===== config.mk =====
export PLATFORM = sky130hd
export DESIGN_NAME = lvds_tx_initialization
export DESIGN_NICKNAME = d
export VERILOG_FILES = /design/src/rtl/lvds_tx_pkg.sv /design/src/rtl/lvds_lock_filter.sv /design/src/rtl/lvds_tx_initialization.sv
export SDC_FILE = /design/constraint.sdc
export NUM_CORES = 1
export LEC_CHECK = 0
export BUFFER_PORTS_ARGS = -buffer_cell sky130_fd_sc_hd__buf_2
export CORE_ASPECT_RATIO = 1.75
export CORE_MARGIN = 10
export CORE_UTILIZATION = 27
export DETAILED_ROUTE_END_ITERATION = 16
export PLACE_DENSITY = 0.54
export SYNTH_ARGS = -nofsm -noshare
export SYNTH_HDL_FRONTEND = slang
export SYNTH_HIERARCHICAL = 1
export SYNTH_SLANG_ARGS = --single-unit

===== constraint.sdc =====
create_clock -name inclock -period 4 [get_ports inclock]
set_clock_uncertainty 0.2 [all_clocks]
set_input_delay 0.2 -clock inclock [delete_from_list [all_inputs] [get_ports inclock]]
set_output_delay 0.2 -clock inclock [all_outputs]
set_load 0.05 [all_outputs]

===== src/rtl/lvds_tx_pkg.sv =====
// lvds_tx_pkg: shared state type, default lane words and counter sizing for the LVDS TX init sequencer
package lvds_tx_pkg;
   typedef enum logic [1:0] {PLL_RST, WAIT_LOCK, TRAIN, RUN} tx_init_state_t;
   localparam logic [9:0] DEF_TRAIN_WORD = 10'b1010101010;
   localparam logic [9:0] DEF_IDLE_WORD  = 10'b0000011111;
   function automatic int cnt_w(input int max);
      return $clog2(max + 1);
   endfunction
endpackage


===== src/rtl/lvds_lock_filter.sv =====
// lvds_lock_filter: counts consecutive locked samples and total wait cycles while enabled
module lvds_lock_filter
   import lvds_tx_pkg::*;
#(
   parameter int STABLE_CYCLES  = 20,
   parameter int TIMEOUT_CYCLES = 4096
) (
   input  logic inclock,
   input  logic reset_n,
   input  logic en,
   input  logic locked,
   output logic stable,
   output logic timeout
);
   localparam int SW = cnt_w(STABLE_CYCLES);
   localparam int TW = cnt_w(TIMEOUT_CYCLES);
   logic [SW-1:0] scnt;
   logic [TW-1:0] tcnt;
   // both counters saturate at their targets so a long wait never wraps
   always_ff @(posedge inclock)
      if (!reset_n || !en) begin
         scnt <= '0;
         tcnt <= '0;
      end else begin
         scnt <= !locked ? '0 : stable ? scnt : scnt + SW'(1);
         tcnt <= timeout ? tcnt : tcnt + TW'(1);
      end
   assign stable  = scnt == SW'(STABLE_CYCLES);
   assign timeout = tcnt == TW'(TIMEOUT_CYCLES);
endmodule


===== src/rtl/lvds_tx_initialization.sv =====
// lvds_tx_initialization: PLL reset, lock qualification and DPA training sequencer in front of the LVDS TX core
module lvds_tx_initialization
   import lvds_tx_pkg::*;
#(
   parameter int SER_FACTOR = 10,
   parameter int CHANNELS = 1,
   parameter logic [SER_FACTOR-1:0] TRAIN_WORD = SER_FACTOR'(DEF_TRAIN_WORD),
   parameter logic [SER_FACTOR-1:0] IDLE_WORD = SER_FACTOR'(DEF_IDLE_WORD),
   parameter int PLL_RST_CYCLES = 4,
   parameter int LOCK_STABLE_CYCLES = 20,
   parameter int LOCK_TIMEOUT = 4096,
   parameter int TRAIN_CYCLES = 256
) (
   input  logic                           inclock,
   input  logic                           reset_n,
   input  logic                           tx_locked,
   input  logic                           retrain,
   input  logic [CHANNELS*SER_FACTOR-1:0] data_in,
   input  logic                           data_valid,
   output logic                           data_ready,
   output logic                           tx_pll_areset,
   output logic [CHANNELS*SER_FACTOR-1:0] tx_in,
   output logic                           link_up,
   output logic                           lock_lost
);
   localparam int W = CHANNELS * SER_FACTOR;
   localparam int CW = cnt_w(PLL_RST_CYCLES > TRAIN_CYCLES ? PLL_RST_CYCLES : TRAIN_CYCLES);
   tx_init_state_t state, next;
   logic [CW-1:0] cnt, cnt_nxt;
   logic [W-1:0] word_nxt;
   logic locked_q, stable, timeout;
   lvds_lock_filter #(
      .STABLE_CYCLES (LOCK_STABLE_CYCLES),
      .TIMEOUT_CYCLES(LOCK_TIMEOUT)
   ) u_filter (
      .inclock(inclock),
      .reset_n(reset_n),
      .en     (next == WAIT_LOCK),
      .locked (locked_q),
      .stable (stable),
      .timeout(timeout)
   );
   always_comb begin
      next = state;
      case (state)
         PLL_RST:   next = cnt == CW'(PLL_RST_CYCLES - 1) ? WAIT_LOCK : PLL_RST;
         WAIT_LOCK: next = stable ? TRAIN : timeout ? PLL_RST : WAIT_LOCK;
         TRAIN:     next = !locked_q ? PLL_RST : (cnt == CW'(TRAIN_CYCLES - 1) && !retrain) ? RUN : TRAIN;
         RUN:       next = !locked_q ? PLL_RST : retrain ? TRAIN : RUN;
         default:   next = PLL_RST;
      endcase
      cnt_nxt = (next == state && (state == PLL_RST || (state == TRAIN && !retrain))) ? cnt + CW'(1) : '0;
      // a word accepted by the previous data_ready is always sent, even if the state is leaving RUN
      word_nxt = (data_ready && data_valid) ? data_in :
                 next == RUN   ? {CHANNELS{IDLE_WORD}} :
                 next == TRAIN ? {CHANNELS{TRAIN_WORD}} : '0;
   end
   always_ff @(posedge inclock)
      if (!reset_n) begin
         state         <= PLL_RST;
         cnt           <= '0;
         locked_q      <= 1'b0;
         tx_pll_areset <= 1'b1;
         tx_in         <= '0;
         data_ready    <= 1'b0;
         link_up       <= 1'b0;
         lock_lost     <= 1'b0;
      end else begin
         state         <= next;
         cnt           <= cnt_nxt;
         locked_q      <= tx_locked;
         tx_pll_areset <= next == PLL_RST;
         tx_in         <= word_nxt;
         data_ready    <= next == RUN && tx_locked;
         link_up       <= next == RUN;
         lock_lost     <= (state == TRAIN || state == RUN) && !locked_q;
      end
endmodule

==> impl_results.md <==
- Antenna diodes: 0
- Chip Width: 82.3 um
- Met2 WL: 1.99 mm
- FMAX: 327 MHz
- Finished Cell Area: 0.00233 mm2
- Max_cap viols: 0
- Final Hold Viols: 0
- Via Count: 1469
- Avg Inst Size Synth: 9.60 um2
- Remaining DRCs: 0
- Final core occ: 0.354
- Nets: 254
- Worst Path Required: 4.01 ns
- Critical path peak fanout: 8
- Final setup viols: 0
- Max VDD drop: 0.316 mV
- Grt ovf: 0
- Crit path cell chain: inv_1 -> ha_1 -> nor4b_1 -> and3_1 -> or2_2 -> a31oi_1 -> and3_1 -> and3_1 -> and2_1 -> nand2_1 -> nor3_1
- GPL Wtd Cong: 0.718
- Synth top area cells: dfxtp_1, ha_1, nand2_1
- EDFF count, synth: 0
- Final Max Slew Viols: 0
- Unrepaired setup endpoints after global routing: no
- Min Tclk post-route: 3.06 ns
- Post-synthesis sequential element count: 44
- Routed Wire Length: 3.94 mm
- Dpl hpwl: 2.93 mm
- Top Metal Used: met4
- Routed length on met3: 229 um
- Routed WL per cell: 12.5 um
- Min-delay src: reset_n
- WS Path Type: flop to flop
- Worst Max-Slew Pin Slew: 0.521 ns
- Wire length on met1: 1.63 mm
- Gate Count Post-Synth: 191
- Layout cells sized above 1: 0.192
- Crit start category: flop
- Worst relative slew slack: 0.648
- I/O pin total: 29
- Resize count post-CTS: 0
- Yosys top cell area share: 0.481
- Final cycle utilization of the critical path: 0.764
- Vias in the first global route: 1444
- Crit end category: flop
- Crit path largest cell delay: 0.37 ns
- PD cells: 450 mW/mm2
- DR iter-0 viols: 33
- Clock-pin slew on the worst setup and hold paths: 0.06 ns
- Crit Reg-Reg Startpoint: u_filter/tcnt[0]
- Root buffer cell: clkbuf_16
- Chip Height: 129 um
- DP Area: 0.00205 mm2
- CTS sink count: 44
- CTS tree: done
- Crit path from: u_filter/tcnt[0]
- Largest net degree at the start of global routing: 15
- Setup TNS: 0 ns
- Leakage Power: 0.925 nW
- Synth area leader: dfxtp_1
- Crit path arrival time: 3.06 ns
- Buffers on Ports: 28
- Total GRT Usage: 0.0775
- Syn Nets: 212
- First-pass GRT wire length: 6.42 mm
- Slowest cell on crit path: dfxtp_1
- Drt pass-1 iters: 4
- Post-CTS Setup Repair Bufs: 0
- Initial antenna violation count: 0
- Cts bufs inserted: 5
- Yosys warnings: 6
- Fillers: 680
- Distinct cells, synth: 42
- Number of vias per cell: 4.65
- Layout overhead on the synthesized area: 27.1%
- Initial Util: 0.278
- CORE AREA: 0.00659 mm2
- Most used cell, CP: and3_1
- Status: finished, final reports clean
- HP Class: primary input to flop
- Die area: 0.0106 mm2
- Final ANT Viol Nets: 0
- Row cnt: 39
- Htree depth: 2
- Cell Area, Synth: 0.00183 mm2
- Worst reg2reg setup slack: 0.94 ns
- Post-synth top flop: dfxtp_1
- FFs w/ async S/R, synth: 0
- Clock latency at the later pin of the worst-skew pair: 0.28 ns
- Fin Hold WS: 0.0171 ns
- Sequential share of the synthesized area: 0.481
- Clk buf depth: 2
==> power breakdown <==
part | internal (mW) | switching, mW | total [mW] | leakage, nW
registers | 0.457 | 0.0164 | 0.473 | 0.355
logic | 0.0454 | 0.0663 | 0.112 | 0.490
clock network | 0.293 | 0.169 | 0.462 | 0.0798
==> critical path: cells and delay by family, from the launching register on <==
| kind | cells | cell delay, ns |
|---|---|---|
| flip-flops | 1 | 0.37 |
| AND/OR/NAND/NOR | 8 | 1.90 |
| buffers and inverters | 1 | 0.09 |
| adder cells (fa/ha/maj) | 1 | 0.19 |
| AO/OA/AOI/OAI | 1 | 0.25 |
==> synth_stat cells, types with 2 or more instances <==
cell type	instances
a21boi_2	2
clkbuf_1	2
nor2_1	14
nand4_1	3
xor2_1	6
nor4b_1	3
nor3b_1	3
mux2i_1	3
a21o_1	2
nor3_1	2
xnor2_1	5
o21ai_0	4
and2_1	6
ha_1	6
or4_1	2
and3_1	6
a31oi_1	2
o31ai_1	2
nor4_1	4
nand2_1	14
dfxtp_1	44
or3_2	2
a21oi_1	9
a22o_1	6
nand3_1	7
nand3b_1	2
or3_1	2
inv_1	11
nand2b_1	4
==> state kept, by name (all words and copies together), names as in the netlist, 2 cells and up <==
name           cells
cnt                9
u_filter/scnt      5
u_filter/tcnt     13
state              2
tx_in             10
==> final timing paths <==
kind,end,depth (start not counted)
max,u_filter/scnt[0],11
min,tx_pll_areset,2
max reg2reg,u_filter/scnt[0],11
min reg2reg,cnt[0],1
==> layer usage <==
metal,vias to the layer above,global-route usage
met4,0,0.0453
met5,-,0
met1,683,0.0792
met3,7,0.0321
met2,27,0.127
li1,752,-
==> cell type report <==
type	instances	area, um2	share of cell area
timing repair buffer	39	250	0.107
sequential	44	881	0.378
clock inverter	3	42.5	0.0183
tap	82	103	0.0440
multi-input combinational	132	887	0.381
inverter	11	41.3	0.0177
clock buffer	5	125	0.0537
==> timing repair <==
action                                 CTS  global route
hold buffers                            11             0
endpoints found under the hold margin   12             0
setup endpoints to repair                0             0
==> cells in the final DEF, fill, tap and decap left out, types with 3 or more instances in the layout <==
cell type | synthesis | routed
dfxtp_1 | 44 | 44
buf_2 | 1 | 28
nand2_1 | 14 | 14
nor2_1 | 14 | 14
inv_1 | 11 | 11
dlygate4sd3_1 | 0 | 11
a21oi_1 | 9 | 9
nand3_1 | 7 | 7
and3_1 | 6 | 6
a22o_1 | 6 | 6
and2_1 | 6 | 6
xor2_1 | 6 | 6
ha_1 | 6 | 6
xnor2_1 | 5 | 5
clkbuf_16 | 0 | 5
nor4_1 | 4 | 4
nand2b_1 | 4 | 4
o21ai_0 | 4 | 4
nor4b_1 | 3 | 3
nor3b_1 | 3 | 3
nand4_1 | 3 | 3
mux2i_1 | 3 | 3
==> stage by stage <==
stage               cells  power (mW)  setup slack, ns
global route          316        1.09            0.591
finish                316        1.05            0.944
detailed placement    297       0.588            0.959
global placement      297       0.586             1.04
floorplan             191       0.566             1.15
CTS                   316        1.06            0.933
==> cells by family (layout without fill, tap and decap cells) <==
| family | after synthesis | after routing | share of synthesized area |
|---|---|---|---|
| fa+ha+maj | 6 | 6 | 0.0410 |
| mux | 3 | 3 | 0.0164 |
| flops | 44 | 44 | 0.481 |
| xor+xnor | 11 | 11 | 0.0526 |
| simple gates | 82 | 82 | 0.261 |
| buf+inv | 15 | 58 | 0.0355 |
| compound gates | 30 | 30 | 0.113 |
Power figures use the tool's default switching activity.
